File: src/rtl/mul_div_unit_pkg.sv
// mul_div_unit_pkg: shared types for the RV32M iterative multiply/divide unit.
//   multop_t    - funct3 encoding of the eight RV32M operations
//   mdu_state_t - control FSM states
//   XLEN, ROB_IDX_WIDTH - datapath and ROB tag widths
package mul_div_unit_pkg;

    localparam int XLEN          = 32;
    localparam int ROB_IDX_WIDTH = 5;

    typedef enum logic [2:0] {
        MUL    = 3'd0,
        MULH   = 3'd1,
        MULHSU = 3'd2,
        MULHU  = 3'd3,
        DIV    = 3'd4,
        DIVU   = 3'd5,
        REM    = 3'd6,
        REMU   = 3'd7
    } multop_t;

    typedef enum logic [1:0] {
        IDLE    = 2'd0,
        MUL_RUN = 2'd1,
        DIV_RUN = 2'd2,
        DONE    = 2'd3
    } mdu_state_t;

    // funct3[2] separates the divide family from the multiply family.
    function automatic logic is_div_op(input multop_t op);
        return op[2];
    endfunction

endpackage

File: src/rtl/mul_div_unit_if.sv
// mul_div_unit_if: issue-side and result-side handshakes of the mul/div unit.
//   master - reservation station + CDB side (drives issue_*, out_ready)
//   slave  - the execute unit (drives issue_ready, out_*)
//
// Handshake rule (both channels): a transfer happens on a rising clock edge
// where valid and ready are both 1. Once valid is raised, the source holds
// valid and its payload unchanged until that transfer edge; ready may be
// combinationally derived from the sink's state and the other channel.
interface mul_div_unit_if;
    import mul_div_unit_pkg::*;

    logic                     issue_valid;
    logic                     issue_ready;
    multop_t                  issue_multop;
    logic [XLEN-1:0]          issue_rs1;
    logic [XLEN-1:0]          issue_rs2;
    logic [4:0]               issue_rd_addr;
    logic [ROB_IDX_WIDTH-1:0] issue_rob_idx;

    logic                     out_valid;
    logic                     out_ready;
    logic [XLEN-1:0]          out_data;
    logic [4:0]               out_rd_addr;
    logic [ROB_IDX_WIDTH-1:0] out_rob_idx;

    modport master (
        output issue_valid, issue_multop, issue_rs1, issue_rs2, issue_rd_addr, issue_rob_idx,
        output out_ready,
        input  issue_ready,
        input  out_valid, out_data, out_rd_addr, out_rob_idx
    );

    modport slave (
        input  issue_valid, issue_multop, issue_rs1, issue_rs2, issue_rd_addr, issue_rob_idx,
        input  out_ready,
        output issue_ready,
        output out_valid, out_data, out_rd_addr, out_rob_idx
    );

endinterface

File: src/rtl/mul_div_unit_sign_fixup.sv
// mul_div_unit_sign_fixup: combinational sign handling around the unsigned
// iterative core.
//   pre-stage : i_pre_op, i_rs1, i_rs2 -> o_mag1/o_mag2 (operand magnitudes),
//               o_neg_q (negate product/quotient), o_neg_r (negate remainder)
//   post-stage: i_post_op, i_neg_q, i_neg_r, i_prod, i_quot, i_rem -> o_result
module mul_div_unit_sign_fixup
    import mul_div_unit_pkg::*;
(
    input  multop_t         i_pre_op,
    input  logic [XLEN-1:0] i_rs1,
    input  logic [XLEN-1:0] i_rs2,
    output logic [XLEN-1:0] o_mag1,
    output logic [XLEN-1:0] o_mag2,
    output logic            o_neg_q,
    output logic            o_neg_r,

    input  multop_t         i_post_op,
    input  logic            i_neg_q,
    input  logic            i_neg_r,
    input  logic [63:0]     i_prod,
    input  logic [XLEN-1:0] i_quot,
    input  logic [XLEN-1:0] i_rem,
    output logic [XLEN-1:0] o_result
);

    logic        w_rs1_signed;
    logic        w_rs2_signed;
    logic        w_rs1_neg;
    logic        w_rs2_neg;
    logic [63:0] w_prod_s;

    always_comb begin
        w_rs1_signed = (i_pre_op != MULHU) && (i_pre_op != DIVU) && (i_pre_op != REMU);
        w_rs2_signed = (i_pre_op == MUL) || (i_pre_op == MULH) ||
                       (i_pre_op == DIV) || (i_pre_op == REM);
        w_rs1_neg    = w_rs1_signed & i_rs1[XLEN-1];
        w_rs2_neg    = w_rs2_signed & i_rs2[XLEN-1];
        // 32'h8000_0000 negates to itself, which is the correct unsigned magnitude.
        o_mag1       = w_rs1_neg ? (~i_rs1 + 32'd1) : i_rs1;
        o_mag2       = w_rs2_neg ? (~i_rs2 + 32'd1) : i_rs2;
        o_neg_q      = w_rs1_neg ^ w_rs2_neg;
        o_neg_r      = w_rs1_neg;
    end

    always_comb begin
        // The high half is only correct if the negation spans all 64 bits.
        w_prod_s = i_neg_q ? (~i_prod + 64'd1) : i_prod;
        case (i_post_op)
            MUL:                 o_result = w_prod_s[31:0];
            MULH, MULHSU, MULHU: o_result = w_prod_s[63:32];
            DIV, DIVU:           o_result = i_neg_q ? (~i_quot + 32'd1) : i_quot;
            default:             o_result = i_neg_r ? (~i_rem + 32'd1) : i_rem;
        endcase
    end

endmodule

File: src/rtl/mul_div_unit.sv
// mul_div_unit: iterative RV32M execute unit between the mul/div reservation
// station and the CDB mul slot. One op at a time: radix-2 shift-add multiply
// or restoring divide, 32 iterations, result held until the CDB takes it.
//   clk, rst (async, active low), flush (kills in-flight op and held result)
//   mdu       - issue_* / out_* handshakes (slave side of mul_div_unit_if)
//   busy      - state != IDLE
//   dbg_state - current FSM state
module mul_div_unit
    import mul_div_unit_pkg::*;
(
    input  logic          clk,
    input  logic          rst,
    input  logic          flush,
    mul_div_unit_if.slave mdu,
    output logic          busy,
    output mdu_state_t    dbg_state
);

    mdu_state_t               r_state;
    mdu_state_t               w_state_nx;
    mdu_state_t               w_launch_st;
    logic [4:0]               r_cnt;
    multop_t                  r_op;
    logic                     r_neg_q;
    logic                     r_neg_r;
    // Multiply: r_hi = partial product high half, r_lo = multiplier shifting out
    //           while product low bits shift in; r_opnd = multiplicand.
    // Divide:   r_hi = partial remainder, r_lo = dividend shifting out while
    //           quotient bits shift in; r_opnd = divisor.
    logic [XLEN-1:0]          r_hi;
    logic [XLEN-1:0]          r_lo;
    logic [XLEN-1:0]          r_opnd;
    logic [XLEN-1:0]          r_data;
    logic [4:0]               r_rd;
    logic [ROB_IDX_WIDTH-1:0] r_rob;

    logic                     w_accept;
    logic                     w_is_div;
    logic                     w_div0;
    logic                     w_ovf;
    logic                     w_special;
    logic                     w_last;
    logic                     w_running;
    logic [XLEN-1:0]          w_spec_data;
    logic [XLEN-1:0]          w_mag1;
    logic [XLEN-1:0]          w_mag2;
    logic                     w_neg_q;
    logic                     w_neg_r;
    logic [XLEN:0]            w_mul_sum;
    logic [XLEN:0]            w_div_shift;
    logic                     w_div_ge;
    logic [XLEN-1:0]          w_hi_nx;
    logic [XLEN-1:0]          w_lo_nx;
    logic [XLEN-1:0]          w_result;

    assign mdu.issue_ready = !flush && ((r_state == IDLE) || ((r_state == DONE) && mdu.out_ready));

    mul_div_unit_sign_fixup u_sign_fixup (
        .i_pre_op  (mdu.issue_multop),
        .i_rs1     (mdu.issue_rs1),
        .i_rs2     (mdu.issue_rs2),
        .o_mag1    (w_mag1),
        .o_mag2    (w_mag2),
        .o_neg_q   (w_neg_q),
        .o_neg_r   (w_neg_r),
        .i_post_op (r_op),
        .i_neg_q   (r_neg_q),
        .i_neg_r   (r_neg_r),
        .i_prod    ({w_hi_nx, w_lo_nx}),
        .i_quot    (w_lo_nx),
        .i_rem     (w_hi_nx),
        .o_result  (w_result)
    );

    // Issue decode, including the divide cases that bypass the iterations.
    always_comb begin
        w_accept  = mdu.issue_valid & mdu.issue_ready;
        w_is_div  = is_div_op(mdu.issue_multop);
        w_div0    = w_is_div && (mdu.issue_rs2 == '0);
        w_ovf     = ((mdu.issue_multop == DIV) || (mdu.issue_multop == REM)) &&
                    (mdu.issue_rs1 == 32'h8000_0000) && (mdu.issue_rs2 == '1);
        w_special = w_div0 | w_ovf;
        // funct3[1] selects REM/REMU over DIV/DIVU.
        if (w_div0) begin
            w_spec_data = mdu.issue_multop[1] ? mdu.issue_rs1 : '1;
        end else begin
            w_spec_data = mdu.issue_multop[1] ? '0 : 32'h8000_0000;
        end
        if (w_special) begin
            w_launch_st = DONE;
        end else if (w_is_div) begin
            w_launch_st = DIV_RUN;
        end else begin
            w_launch_st = MUL_RUN;
        end
    end

    // One iteration of the shared shift datapath.
    always_comb begin
        w_running   = (r_state == MUL_RUN) || (r_state == DIV_RUN);
        w_last      = (r_cnt == 5'd31);
        w_mul_sum   = {1'b0, r_hi} + (r_lo[0] ? {1'b0, r_opnd} : '0);
        w_div_shift = {r_hi, r_lo[XLEN-1]};
        w_div_ge    = (w_div_shift >= {1'b0, r_opnd});
        if (r_state == MUL_RUN) begin
            w_hi_nx = w_mul_sum[XLEN:1];
            w_lo_nx = {w_mul_sum[0], r_lo[XLEN-1:1]};
        end else begin
            // When the subtraction succeeds the difference is below the divisor,
            // so dropping the top bit of the shifted remainder is exact.
            w_hi_nx = w_div_ge ? (w_div_shift[XLEN-1:0] - r_opnd) : w_div_shift[XLEN-1:0];
            w_lo_nx = {r_lo[XLEN-2:0], w_div_ge};
        end
    end

    always_comb begin
        w_state_nx = r_state;
        case (r_state)
            MUL_RUN, DIV_RUN: if (w_last) w_state_nx = DONE;
            DONE:             if (mdu.out_ready) w_state_nx = IDLE;
            default:          w_state_nx = r_state;
        endcase
        if (w_accept) w_state_nx = w_launch_st;
        if (flush)    w_state_nx = IDLE;
    end

    always_ff @(posedge clk or negedge rst) begin
        if (!rst) begin
            r_state <= IDLE;
        end else begin
            r_state <= w_state_nx;
        end
    end

    always_ff @(posedge clk or negedge rst) begin
        if (!rst) begin
            r_cnt   <= '0;
            r_op    <= MUL;
            r_neg_q <= 1'b0;
            r_neg_r <= 1'b0;
            r_hi    <= '0;
            r_lo    <= '0;
            r_opnd  <= '0;
            r_data  <= '0;
            r_rd    <= '0;
            r_rob   <= '0;
        end else if (w_accept) begin
            r_cnt   <= '0;
            r_op    <= mdu.issue_multop;
            r_neg_q <= w_neg_q;
            r_neg_r <= w_neg_r;
            r_rd    <= mdu.issue_rd_addr;
            r_rob   <= mdu.issue_rob_idx;
            r_hi    <= '0;
            r_lo    <= w_is_div ? w_mag1 : w_mag2;
            r_opnd  <= w_is_div ? w_mag2 : w_mag1;
            if (w_special) r_data <= w_spec_data;
        end else if (w_running && !flush) begin
            r_cnt <= r_cnt + 5'd1;
            r_hi  <= w_hi_nx;
            r_lo  <= w_lo_nx;
            // The result is formed from the final iteration's values directly,
            // so it lands in r_data on the same edge that enters DONE.
            if (w_last) r_data <= w_result;
        end
    end

    assign mdu.out_valid   = (r_state == DONE);
    assign mdu.out_data    = r_data;
    assign mdu.out_rd_addr = r_rd;
    assign mdu.out_rob_idx = r_rob;
    assign busy            = (r_state != IDLE);
    assign dbg_state       = r_state;

endmodule

File: src/flat_wrapper.sv
// flat-port wrapper written by rule: the top's interface ports become plain ports
module mul_div_unit_flat import mul_div_unit_pkg::*;
  (clk, rst, flush, busy, dbg_state, mdu_issue_valid, mdu_issue_multop, mdu_issue_rs1, mdu_issue_rs2, mdu_issue_rd_addr, mdu_issue_rob_idx, mdu_out_ready, mdu_issue_ready, mdu_out_valid, mdu_out_data, mdu_out_rd_addr, mdu_out_rob_idx);
  mul_div_unit_if mdu_i ();
  input  logic clk;
  input  logic rst;
  input  logic flush;
  output logic busy;
  output mdu_state_t dbg_state;
  input wire logic [$bits(mdu_i.issue_valid)-1:0] mdu_issue_valid;
  input wire logic [$bits(mdu_i.issue_multop)-1:0] mdu_issue_multop;
  input wire logic [$bits(mdu_i.issue_rs1)-1:0] mdu_issue_rs1;
  input wire logic [$bits(mdu_i.issue_rs2)-1:0] mdu_issue_rs2;
  input wire logic [$bits(mdu_i.issue_rd_addr)-1:0] mdu_issue_rd_addr;
  input wire logic [$bits(mdu_i.issue_rob_idx)-1:0] mdu_issue_rob_idx;
  input wire logic [$bits(mdu_i.out_ready)-1:0] mdu_out_ready;
  output wire logic [$bits(mdu_i.issue_ready)-1:0] mdu_issue_ready;
  output wire logic [$bits(mdu_i.out_valid)-1:0] mdu_out_valid;
  output wire logic [$bits(mdu_i.out_data)-1:0] mdu_out_data;
  output wire logic [$bits(mdu_i.out_rd_addr)-1:0] mdu_out_rd_addr;
  output wire logic [$bits(mdu_i.out_rob_idx)-1:0] mdu_out_rob_idx;
  assign mdu_i.issue_valid = mdu_issue_valid;
  assign mdu_i.issue_multop = mdu_issue_multop;
  assign mdu_i.issue_rs1 = mdu_issue_rs1;
  assign mdu_i.issue_rs2 = mdu_issue_rs2;
  assign mdu_i.issue_rd_addr = mdu_issue_rd_addr;
  assign mdu_i.issue_rob_idx = mdu_issue_rob_idx;
  assign mdu_i.out_ready = mdu_out_ready;
  assign mdu_issue_ready = mdu_i.issue_ready;
  assign mdu_out_valid = mdu_i.out_valid;
  assign mdu_out_data = mdu_i.out_data;
  assign mdu_out_rd_addr = mdu_i.out_rd_addr;
  assign mdu_out_rob_idx = mdu_i.out_rob_idx;
  mul_div_unit u_core (.clk(clk), .rst(rst), .flush(flush), .mdu(mdu_i), .busy(busy), .dbg_state(dbg_state));
endmodule
File: config.mk
export PLATFORM = sky130hd
export DESIGN_NAME = mul_div_unit_flat
export DESIGN_NICKNAME = d
export VERILOG_FILES = /design/src/rtl/mul_div_unit_pkg.sv /design/src/rtl/mul_div_unit_if.sv /design/src/rtl/mul_div_unit_sign_fixup.sv /design/src/rtl/mul_div_unit.sv /design/src/flat_wrapper.sv
export SDC_FILE = /design/constraint.sdc
export NUM_CORES = 1
export LEC_CHECK = 0
export CAP_MARGIN = 25
export CORE_MARGIN = 4
export CORE_UTILIZATION = 45
export DETAILED_ROUTE_END_ITERATION = 16
export SYNTH_ARGS = -nofsm -noshare
export SYNTH_HDL_FRONTEND = slang
export SYNTH_HIERARCHICAL = 1
export SYNTH_SLANG_ARGS = --single-unit
export TNS_END_PERCENT = 5
File: constraint.sdc
create_clock -name clk -period 5.6 [get_ports clk]
set_input_delay 1.4 -clock clk [delete_from_list [all_inputs] [get_ports clk]]
set_output_delay 1.4 -clock clk [all_outputs]
set_load 0.05 [all_outputs]
# Yosys cells after proc, flatten, opt, wreduce, memory -nomap -nowiden
# Index checks and enable logic that the tools add are counted.
[classes]
n_addsub = 8
order_cmp = 1
eq_ne = 20
muxes = 32
bitwise = 10
n_reduce_logical = 28
[op_table]
columns = ["operator", "n"]
rows = [
  ["32-bit 2-to-1 mux", 21],
  ["32-bit by 1-bit adder with 32-bit output, second input constant", 4],
  ["32-bit NOT", 4],
  ["32-bit case mux with 3 select lines", 1],
  ["64-bit by 1-bit adder with 64-bit output, second input constant", 1],
  ["32-bit == test, second input constant", 2],
  ["64-bit 2-to-1 mux", 1],
  ["64-bit NOT", 1],
  ["32-bit by 33-bit adder with 33-bit output", 1],
  ["33-bit by 32-bit greater-or-equal comparator with 1-bit output", 1],
  ["32-bit logical NOT", 1],
  ["32-bit subtractor", 1],
  ["3-bit == test, second input constant", 4],
  ["2-bit 2-to-1 mux", 6],
  ["5-bit 2-to-1 mux", 2],
  ["1-bit logical AND", 8],
  ["3-bit by 1-bit == test with 1-bit output, second input constant", 2],
  ["3-bit by 2-bit == test with 1-bit output, second input constant", 2],
  ["3-bit logical NOT", 2],
  ["1-bit logical OR", 6],
  ["3-bit inequality test, second input constant", 2],
  ["3-bit AND reduction", 2],
  ["2-bit nonzero test", 3],
  ["5-bit by 1-bit adder with 5-bit output, second input constant", 1],
  ["16 further kinds", 20],
]
[word_totals]
ff_bits = 150
input_bits = 82
out_inout_bits = 47
word_cells = 110

# Depth between registers and ports, before layout
# Gate-level depths: netlist of the first run.
[depth]
depth_word = 10
mapped_depth = 22

# Hierarchy
# The synthesis of the first run kept the hierarchy.
[modules_own_cells]
columns = ["module", "n_inst", "cells_each", "area_per_inst_um2"]
rows = [
  ["mul_div_unit", 1, 1541, 12439.4],
  ["mul_div_unit_sign_fixup", 1, 826, 5489.0],
]

# Least setup slack after synthesis of the first run
# No wires, ideal clock.
[synth_timing]
path_type = "flip-flop to flip-flop"
startpoint = "register u_core.r_hi[17]"
endpoint = "register u_core.r_data[21] (netlist: u_core/mdu.out_data[21])"
setup_time_ps = 133
t_arrival_ps = 4814
setup_slack_ps = 653
stages_incl_launch_ff = 20
path_buffers = 1
synth_period_minus_slack_ps = 4947
path_cell_list = "dfrtp_1 > ha_1 > buf_2 > nand4_1 > or2_1 > a2111oi_4 > o21ai_2 > a211oi_4 > o21ai_2 > nand2_2 > mux2_2 > mux2_2 > or3_4 > or3_1 > o41ai_2 > xnor2_1 > and3_1 > or4_1 > a21oi_1 > o21ai_0"
[synth_between]
elab_chain_len = 10
[synth_rtl]
columns = ["element", "line_no", "source"]
rows = [
  ["start: declaration", "mul_div_unit.sv:30", "logic [XLEN-1:0] r_hi;"],
  ["start signal: assignment", "mul_div_unit.sv:160", "r_hi <= w_hi_nx;"],
  ["33-bit by 32-bit greater-or-equal comparator with 1-bit output", "mul_div_unit.sv:104", "w_div_ge = (w_div_shift >= {1'b0, r_opnd});"],
  ["32-bit 2-to-1 mux", "mul_div_unit.sv:111", "w_hi_nx = w_div_ge ? (w_div_shift[XLEN-1:0] - r_opnd) : w_div_shift[XLEN-1:0];"],
  ["32-bit 2-to-1 mux (*)", "mul_div_unit.sv:105", "if (r_state == MUL_RUN) begin"],
  ["named net u_core.w_hi_nx[17]", "mul_div_unit.sv:52", "logic [XLEN-1:0] w_hi_nx;"],
  ["64-bit NOT or 32-bit NOT (tied branches)", "mul_div_unit_sign_fixup.sv:47, mul_div_unit_sign_fixup.sv:52", ""],
  ["64-bit by 1-bit adder with 64-bit output or 32-bit by 1-bit adder with 32-bit output (tied branches)", "mul_div_unit_sign_fixup.sv:47, mul_div_unit_sign_fixup.sv:52", ""],
  ["64-bit 2-to-1 mux or 32-bit 2-to-1 mux (tied branches)", "mul_div_unit_sign_fixup.sv:47, mul_div_unit_sign_fixup.sv:52", ""],
  ["32-bit case mux with 3 select lines (*)", "mul_div_unit_sign_fixup.sv:48", "case (i_post_op)"],
  ["named net u_core.w_result[21]", "mul_div_unit.sv:54", "logic [XLEN-1:0] w_result;"],
  ["32-bit 2-to-1 mux (*)", "mul_div_unit.sv:164", "if (w_last) r_data <= w_result;"],
  ["32-bit 2-to-1 mux (*)", "mul_div_unit.sv:158", "end else if (w_running && !flush) begin"],
  ["32-bit 2-to-1 mux (*)", "mul_div_unit.sv:147", "end else if (w_accept) begin"],
  ["end signal: assignment", "mul_div_unit.sv:157", "if (w_special) r_data <= w_spec_data;"],
  ["end signal: assignment", "mul_div_unit.sv:164", ""],
  ["end: declaration", "mul_div_unit.sv:33", "logic [XLEN-1:0] r_data;"],
]
# The timed path passes the listed nets; every way through them passes the cells marked *. The select of a mux whose other input is x is not followed.
# A chain may end at the register's enable or synchronous reset.

# Worst setup path after layout of the first run
[layout_timing]
startpoint = "register u_core.r_hi[7]"
endpoint = "register u_core.r_data[20] (netlist: u_core/mdu.out_data[20])"
[layout_between]
elab_chain_len = 10
[layout_rtl]
columns = ["element", "line_no"]
rows = [
  ["33-bit by 32-bit greater-or-equal comparator with 1-bit output (*)", "mul_div_unit.sv:104"],
  ["32-bit 2-to-1 mux (*)", "mul_div_unit.sv:111"],
  ["32-bit 2-to-1 mux (*)", "mul_div_unit.sv:105"],
  ["named net u_core.w_hi_nx[2]", "mul_div_unit.sv:52"],
  ["64-bit NOT or 32-bit NOT (tied branches)", "mul_div_unit_sign_fixup.sv:47, mul_div_unit_sign_fixup.sv:52"],
  ["64-bit by 1-bit adder with 64-bit output or 32-bit by 1-bit adder with 32-bit output (tied branches)", "mul_div_unit_sign_fixup.sv:47, mul_div_unit_sign_fixup.sv:52"],
  ["64-bit 2-to-1 mux or 32-bit 2-to-1 mux (tied branches)", "mul_div_unit_sign_fixup.sv:47, mul_div_unit_sign_fixup.sv:52"],
  ["32-bit case mux with 3 select lines (*)", "mul_div_unit_sign_fixup.sv:48"],
  ["named net u_core.w_result[20]", "mul_div_unit.sv:54"],
  ["32-bit 2-to-1 mux (*)", "mul_div_unit.sv:164"],
  ["32-bit 2-to-1 mux (*)", "mul_div_unit.sv:158"],
  ["32-bit 2-to-1 mux (*)", "mul_div_unit.sv:147"],
]
# Marks and branches as above.

==> results of run 1 <==
## cells by family after synthesis
group,count (synthesis)
AO/OA/AOI/OAI,682
XOR/XNOR,202
adder cells (fa/ha/maj),76
buffers and inverters,219
flip-flops,150
multiplexers,150
AND/OR/NAND/NOR,888
## placed cells by master, fill, tap and decap left out, drive strengths merged, types with 23 or more instances in the layout
master | synthesis | routed
or4 | 23 | 23
nand3 | 44 | 44
xnor2 | 116 | 116
dfrtp | 150 | 150
nand2 | 299 | 299
nor2 | 133 | 133
o31ai | 41 | 41
ha | 74 | 74
mux2 | 67 | 67
and2 | 40 | 40
clkdlybuf4s50 | 0 | 126
inv | 76 | 80
nor2b | 42 | 42
a21o | 23 | 23
nor3 | 89 | 89
mux2i | 83 | 83
xor2 | 86 | 86
o41ai | 33 | 33
nand4 | 42 | 42
o21ai | 209 | 209
nand2b | 23 | 23
or3 | 27 | 27
nor4 | 55 | 55
a21oi | 168 | 168
and3 | 28 | 28
buf | 26 | 158
## layout make-up
| cell class | instances | area [um2] |
|---|---|---|
| clock buffer | 20 | 456.7 |
| clock inverter | 12 | 141.4 |
| fill | 3818 | 17670 |
| inverter | 78 | 292.8 |
| multi-input combinational | 1998 | 13470 |
| sequential | 150 | 3755 |
| tap | 518 | 648.1 |
| timing repair buffer | 285 | 2575 |
## routing by layer
layer / vias to the layer above / global-route usage (%) / wire [um]
li1: 9030 / - / -
met1: 9616 / 47.07 / 33620
met2: 943 / 56.40 / 35640
met3: 172 / 8.962 / 6882
met4: 2 / 13.61 / 3272
met5: - / 0 / 13
## stage by stage
step,hold WS [ps],setup WS (ps),total power (W),std cells,instance area [um2]
2_1_floorplan,444.3,653.4,0.008893,2367,17930
3_3_place_gp,459.5,89.94,0.01340,3026,20600
4_1_cts,478.8,37.21,0.01473,3059,21210
3_5_place_dp,461.6,63.92,0.01342,3027,20620
6_report,476.8,150.5,0.01517,3061,21340
5_1_grt,484.3,-9.560,0.01602,3061,21340
## sequential cells by signal, summed over array words and instances (netlist names)
signal,count
u_core/r_hi,32
u_core/r_lo,32
u_core/r_neg_q,1
u_core/r_op,3
u_core/mdu.out_rd_addr,5
u_core/mdu.out_rob_idx,5
u_core/mdu.out_data,32
u_core/r_cnt,5
u_core/dbg_state,2
u_core/r_opnd,32
u_core/r_neg_r,1
## power groups by stage
stage / Combinational [W] / Sequential [W] / Clock (W)
after floorplan: 0.00669 / 0.00220 / 0
after global placement: 0.0114 / 0.00197 / 0
after detailed placement: 0.0114 / 0.00198 / 0
after CTS: 0.0115 / 0.00197 / 0.00125
after global routing: 0.0127 / 0.00202 / 0.00129
final: 0.0120 / 0.00199 / 0.00122
## cells in the mapped netlist, drive strengths merged (67+ instances only)
cell type	count
nand2	299
a21oi	168
mux2i	83
nor2	133
xnor2	116
mux2	67
xor2	86
clkbuf	115
dfrtp	150
inv	76
ha	74
nor3	89
o21ai	209
## worst max-delay path: cells and delay by family, from the launching register on
kind,cells,cell delay [ps]
AND/OR/NAND/NOR,3,1140
flip-flops,1,440
multiplexers,1,170
AO/OA/AOI/OAI,11,2580
adder cells (fa/ha/maj),1,420
buffers and inverters,3,560
## worst max path at each step
stage                    start                      end  cells after the start
2_1_floorplan  u_core/r_hi[17]  u_core/mdu.out_data[21]                     19
3_3_place_gp    u_core/r_hi[0]  u_core/mdu.out_data[25]                     22
3_5_place_dp    u_core/r_hi[0]  u_core/mdu.out_data[27]                     20
4_1_cts         u_core/r_hi[0]  u_core/mdu.out_data[27]                     20
5_1_grt         u_core/r_hi[7]  u_core/mdu.out_data[28]                     18
6_report        u_core/r_hi[7]  u_core/mdu.out_data[20]                     19
## repair_timing
action | 4_1_cts | 5_1_grt
resized for setup | 0 | 26
hold endpoints to repair | 0 | 0
setup endpoints to repair | 0 | 19
==> results.cfg, run 1 <==
[route]
drcViolationCount = 0
dr.pass1.iters = 6
vias = 19763
viasPerCell = 6.456
initialDrtViolationCount = 2030
wl_per_cell_um = 25.95
ant_nets = 0
routed_wl_um = 79420

[clocking]
cts_max_level = 4
cts_tree = built
post_cts_buffers = 0
clk_pin_slew_worst_paths_ps = 60
clock_sinks = 150
cts_hold_buf = 0
cts-root-buf = clkbuf_16
numCtsBuffers = 17
clock_path_buffers = 2
clock_latency_ps = 500

[synth]
postSynth.asyncResetShare_pct = 100.0
synth_top_area_share_pct = 20.94
synthSimpleGateAreaFrac_pct = 25.54
synthXorXnorAreaFrac_pct = 9.868
yosys-top-cells-area = dfrtp_1 (21%), nand2_1 (6.2%), o21ai_0 (5.8%)
synth_edf_count = 0
synth_fp_nets = 2525
yosysUniqueCellTypes = 95
ys_seq_elements = 150
yosysTopAreaCell = dfrtp_1
synthesis.area_um2 = 17930
synth.avg_cell_area_um2 = 7.574
ys_seq_area_share_pct = 20.94
synth_compound_area_share_pct = 24.66
synth_mux_area_share_pct = 8.842
yosys_warnings = 6
ys.flop_type = dfrtp_1
synth_adder_area_share_pct = 5.388
synth_top_family_by_area = simple AND/OR/NAND/NOR gates
synthCells = 2367

[pwr]
power_leakage_nw = 8.702
swShare_pct = 55.59
worst_ir_drop_vdd_mv = 0.5948
power_frac_seq_pct = 13.1
p_clk_share_pct = 8.1
power_density_nw_per_um2 = 711.1
netSwitchingPower_w = 0.008434
p_int_w = 0.006738
p_comb_share_pct = 78.8

[floorplan]
placementRows = 72
die-width_um = 207.6
core_um2 = 39010
die_h_um = 207.6
design.die.area_um2 = 43100
num_io_pins = 129
start_util_pct = 45.96

[setup_path]
reg2reg_slack_ps = 150
crit_path_end_kind = flip-flop
path_cells = ha_1, o21ai_0, a2111oi_4, o21ai_2, a211oi_4, o21ai_2, buf_12, a21oi_1, o31ai_1, buf_4, or4_1, nor4b_4, buf_4, nand2_1, o31ai_1, mux2i_1, o32a_1, a21oi_1, o21ai_0
worstSetupPathType = reg2reg
cp_max_fo = 35
rr_startpoint = u_core/r_hi[7]
slowest_stage = or4_1
slowest_delay_ps = 590
crit-reg2reg-capture = u_core/mdu.out_data[20]
critical_path_arrival_ps = 5820
cp-start-kind = flip-flop
critPathRequiredTime_ps = 5970
reg2regPathDepth = 19

[layout]
num_antenna_cells = 0
final_layout_size_suffix_gt1_share_pct = 13.13
utilization_pct = 54.70
syn_to_final_growth_pct = 19.01
fin_nets = 2688

[placed_design]
numPortBuffers = 128
hpwl_um = 61680
gp_congestion = 1.016

[grt]
grt_max_degree = 105
antenna_found_initial = 2
overflow = 0
grt_pass1_wl_um = 119300
grt.total_usage_pct = 35.64
first_global_vias = 18847

[run_status]
status = complete, no violations

[sta]
fin_skew_ps = 15.02
hold_violations = 0
period_minus_slack_ps = 5449
setup_viol = 0
max_freq_mhz = 183.5
rsz0062_at_grt = yes
finalCritPeriodShare_pct = 97.31
tightest_slew_ps = 936.5
setup_tns_ps = 0
slew_viol_final = 0
timing.slew.headroom_pct = 37.57

[hold_path]
hp-class = reg2reg
worstHoldStart = u_core/mdu.out_rob_idx[3]
whs_path_depth = 2
holdPathEnd = u_core/mdu.out_rob_idx[3]

[flow_run]
maxCapViolations = 0
No activity file was read; power rests on OpenSTA's default activity.
==> run 2: changes to the inputs <==
- CORE_ASPECT_RATIO: unset -> 0.6
- PLACE_DENSITY: unset -> 0.63
==> results.cfg, run 2 (synthesis results as in run 1) <==
[run_status]
status = complete, no violations

[layout]
mostFrequentLayoutCell = nand2_1
utilization_pct = 55.52
final_cells = 3121
final_layout_size_suffix_gt1_share_pct = 14.82
syn_to_final_growth_pct = 21.29
final_cell_mix = nand2_1 (296), o21ai_0 (206), buf_4 (204)
fin_nets = 2743

[route]
initialDrtViolationCount = 2895
wl_per_cell_um = 27.95
drcViolationCount = 0
routed_wl_um = 87230
dr.pass1.iters = 6
vias = 20601
ant_nets = 0
viasPerCell = 6.601

[grt]
antenna_found_initial = 11
grt_max_degree = 134
overflow = 0
first_global_vias = 19020
grt_pass1_wl_um = 127200
grt.total_usage_pct = 39.16

[sta]
fin_skew_ps = 18.97
period_minus_slack_ps = 5483
finalCritPeriodShare_pct = 97.91
tightest_slew_ps = 1128
timing.slew.headroom_pct = 24.10
setup_tns_ps = 0
slew_viol_final = 0
hold_violations = 0
setup_viol = 0
max_freq_mhz = 182.4

[floorplan]
design.die.area_um2 = 43200
die-width_um = 265.7
core_um2 = 39170
placementRows = 56
num_io_pins = 129
start_util_pct = 45.77
die_h_um = 162.6

[clocking]
clock_sinks = 150
numCtsBuffers = 17
clk_pin_slew_worst_paths_ps = 80
clock_latency_ps = 460
cts-root-buf = clkbuf_16
cts_hold_buf = 0
cts_max_level = 4
cts_tree = built
clock_path_buffers = 2

[setup_path]
reg2regPathDepth = 18
cp-start-kind = flip-flop
reg2reg_slack_ps = 120
crit_path_start = u_core/r_hi[19]
critPathRequiredTime_ps = 5980
crit-reg2reg-capture = u_core/mdu.out_data[19]
rr_startpoint = u_core/r_hi[19]
critical_path_arrival_ps = 5870
crit_path_end_kind = flip-flop
worstSetupPathType = reg2reg
cp-endpoint = u_core/mdu.out_data[19]
cp_max_fo = 27

[hold_path]
hp-class = reg2reg

[flow_run]
maxCapViolations = 0

[pwr]
power_leakage_nw = 8.974
worst_ir_drop_vdd_mv = 0.3471
power_density_nw_per_um2 = 741.6

[placed_design]
hpwl_um = 67970
numPortBuffers = 128
dp.cells = 3082
gp_congestion = 1.049
## run 2: per-layer routing
metal	vias up	GRT usage, %	routed length (um)
li1	9146	-	-
met2	1242	50.28	32380
met5	-	0	121
met4	16	8.447	1814
met3	133	17.61	12880
met1	10064	59.03	40040
## run 2: area by class of cell
class / instances / area, um2
flip-flops and latches: 150 / 3756
diodes: 1 / 2.502
fillers: 3724 / 17420
inverters: 78 / 292.8
clock buffers: 17 / 425.4
multi-input cells: 1998 / 13460
repair buffers: 340 / 2979
clock inverters: 15 / 178.9
well taps: 522 / 653.1
## run 2: through the flow
step	cell area (um2)	hold slack (ps)	worst slack, ps	total power (W)
floorplan	17930	444.3	653.4	0.008893
global placement	20970	457.1	178.5	0.01414
detailed placement	21000	461.9	186.1	0.01415
CTS	21600	479.0	152.2	0.01545
global route	21740	516.0	-1.914	0.01683
finish	21740	479.5	117.2	0.01613
## run 2: power breakdown
part | internal [W] | switching [W]
Combinational | 0.00479 | 0.00813
Sequential | 0.00150 | 0.000461
Clock | 0.000606 | 0.000636
## run 2: worst min-delay path by stage
stage	from	to	slack [ps]	cells past startpoint
4_1_cts	u_core/mdu.out_rd_addr[1]	u_core/mdu.out_rd_addr[1]	480	2
2_1_floorplan	u_core/r_op[1]	u_core/r_op[1]	440	2
5_1_grt	u_core/mdu.out_rd_addr[3]	u_core/mdu.out_rd_addr[3]	520	2
6_report	u_core/mdu.out_rd_addr[1]	u_core/mdu.out_rd_addr[1]	480	2
3_5_place_dp	u_core/mdu.out_rd_addr[1]	u_core/mdu.out_rd_addr[1]	460	2
3_3_place_gp	u_core/mdu.out_rd_addr[1]	u_core/mdu.out_rd_addr[1]	460	2
## run 2: what timing repair did
item	4_1_cts	5_1_grt
resized for setup	0	18
setup buffers	0	5
endpoints found under the setup margin	0	18
## run 2: critical path: stages, from the launching register on
cell and delay [ps]:
dfrtp_1 430, ha_1 330, nand4_1 200, or2_1 360, a2111oi_4 220, o21ai_2 200, a211oi_4 330, o21ai_2 150
buf_12 210, a21oi_1 170, o31ai_1 130, or4_1 630, nor4b_4 310, nand4_2 290, or4_1 540, o22ai_1 240
a221o_1 340, a21oi_1 140, o21ai_0 170
==> run 3: changes to the inputs <==
- clock period: 5.6 -> 7 ns (I/O delays scaled with it)
==> results.cfg, run 3 (synthesis results as in run 1) <==
[layout]
fin_nets = 2609
final_layout_size_suffix_gt1_share_pct = 9.619
final_cells = 2989
utilization_pct = 52.51
syn_to_final_growth_pct = 14.72
mostFrequentLayoutCell = nand2_1
final_cell_mix = nand2_1 (296), o21ai_0 (207), a21oi_1 (168)

[clocking]
cts_resized = 0
clock_sinks = 150
post_cts_buffers = 0
cts_hold_buf = 0
cts-root-buf = clkbuf_16
cts_tree = built
clock_latency_ps = 480
clk_pin_slew_worst_paths_ps = 80
clock_path_buffers = 2
cts_max_level = 4
numCtsBuffers = 17

[floorplan]
die_h_um = 162.6
core_um2 = 39170
num_io_pins = 129
placementRows = 56
design.die.area_um2 = 43200
start_util_pct = 45.77
die-width_um = 265.7

[pwr]
p_int_w = 0.004758
power_frac_seq_pct = 13.5
worst_ir_drop_vdd_mv = 0.2831
p_clk_share_pct = 8.2
netSwitchingPower_w = 0.007384
p_comb_share_pct = 78.3
swShare_pct = 60.81
power_density_nw_per_um2 = 590.4
power_leakage_nw = 8.267
power_w = 0.01214

[flow_run]
maxCapViolations = 0

[sta]
setup_tns_ps = 0
setup_viol = 0
hold_violations = 0
fin_skew_ps = 25.79
tightest_slew_ps = 1102
setup_ws_ps = 376.8
slew_viol_final = 0
rsz0062_at_grt = no
period_minus_slack_ps = 6623
timing.slew.headroom_pct = 25.90
max_freq_mhz = 151.0
finalCritPeriodShare_pct = 94.62

[setup_path]
crit_path_end_kind = flip-flop
slowest_stage = nor4_1
worstSetupPathType = reg2reg
cp_max_fo = 16
slowest_delay_ps = 870
path_cells = and2_1, ha_1, fa_1, a211oi_1, o21ai_0, a21oi_1, o21ai_0, nand2_1, xor2_1, nand2_1, o31a_1, nor4_1, nand2_1, a22oi_1, o211ai_1, a2111oi_0, buf_4, o211ai_1, a21oi_1, o21ai_0
critical_path_arrival_ps = 6940
critPathRequiredTime_ps = 7320
cp-start-kind = flip-flop

[route]
viasPerCell = 6.755
vias = 20191
drcViolationCount = 0
initialDrtViolationCount = 2935
ant_nets = 0
dr.pass1.iters = 8
routed_wl_um = 87810
wl_per_cell_um = 29.38

[grt]
grt_pass1_wl_um = 125800
overflow = 0
grt.total_usage_pct = 39.41
grt_max_degree = 74
antenna_found_initial = 7
first_global_vias = 18398

[placed_design]
hpwl_um = 68760
gp_congestion = 1.078
dp.cells = 2952
numPortBuffers = 128
dp_slack_ps = 656.1

[run_status]
status = complete, no violations

[hold_path]
hp-class = reg2reg
## run 3: changes by cell type in the layout (fill, tap and decap cells not counted), sizes merged
cell      delta
inv          -1
clkbuf       +1
clkinv       +3
diode        +2
buf        -135
clkinvlp     -2
## run 3: layer usage
| layer | global-route usage, % | wire length [um] | vias up |
|---|---|---|---|
| li1 | - | - | 8900 |
| met4 | 9.353 | 2022 | 8 |
| met3 | 23.96 | 15190 | 148 |
| met5 | 0 | 54 | - |
| met1 | 56.62 | 39170 | 9800 |
| met2 | 48.74 | 31380 | 1335 |
## run 3: critical path, delay by kind of cell, from the launching register on
family,cells,cell delay (ps)
AND/OR/NAND/NOR,5,1800
flip-flops,1,610
adder cells (fa/ha/maj),2,700
buffers and inverters,1,200
XOR/XNOR,1,190
AO/OA/AOI/OAI,11,2990
## run 3: path summary, 6_finish.rpt
check | from | to | slack, ps | cells after the start
min in group asynchronous | rst | u_core/mdu.out_data[8] | 1220 | 1
worst max register to register | u_core/r_lo[0] | u_core/mdu.out_data[22] | 380 | 20
worst min register to register | u_core/mdu.out_rob_idx[4] | u_core/mdu.out_rob_idx[4] | 480 | 2
worst max-delay path | u_core/r_lo[0] | u_core/mdu.out_data[22] | 380 | 20
worst min-delay path | u_core/mdu.out_rob_idx[4] | u_core/mdu.out_rob_idx[4] | 480 | 2
max in group asynchronous | rst | u_core/r_neg_q | 4740 | 3
## run 3: cell type report
class / instances / area (um2)
diodes: 3 / 7.507
well taps: 522 / 653.1
repair buffers: 206 / 1883
inverters: 78 / 292.8
clock inverters: 15 / 180.2
fillers: 3842 / 18600
flip-flops and latches: 150 / 3755
clock buffers: 17 / 425.4
multi-input cells: 1998 / 13370
## run 3: power groups by stage
stage	sequential, W	combinational (W)	clock, W
5_1_grt	0.00165	0.00988	0.00104
6_report	0.00163	0.00951	0.000996
4_1_cts	0.00160	0.00896	0.00101
3_3_place_gp	0.00161	0.00890	0
3_5_place_dp	0.00161	0.00892	0
2_1_floorplan	0.00176	0.00535	0
## run 3: metrics by stage
stage	hold slack, ps	instance area (um2)
finish	478.6	20570
CTS	482.2	20520
floorplan	444.3	17930
global placement	457.1	19910
detailed placement	462.4	19920
global route	502.9	20560
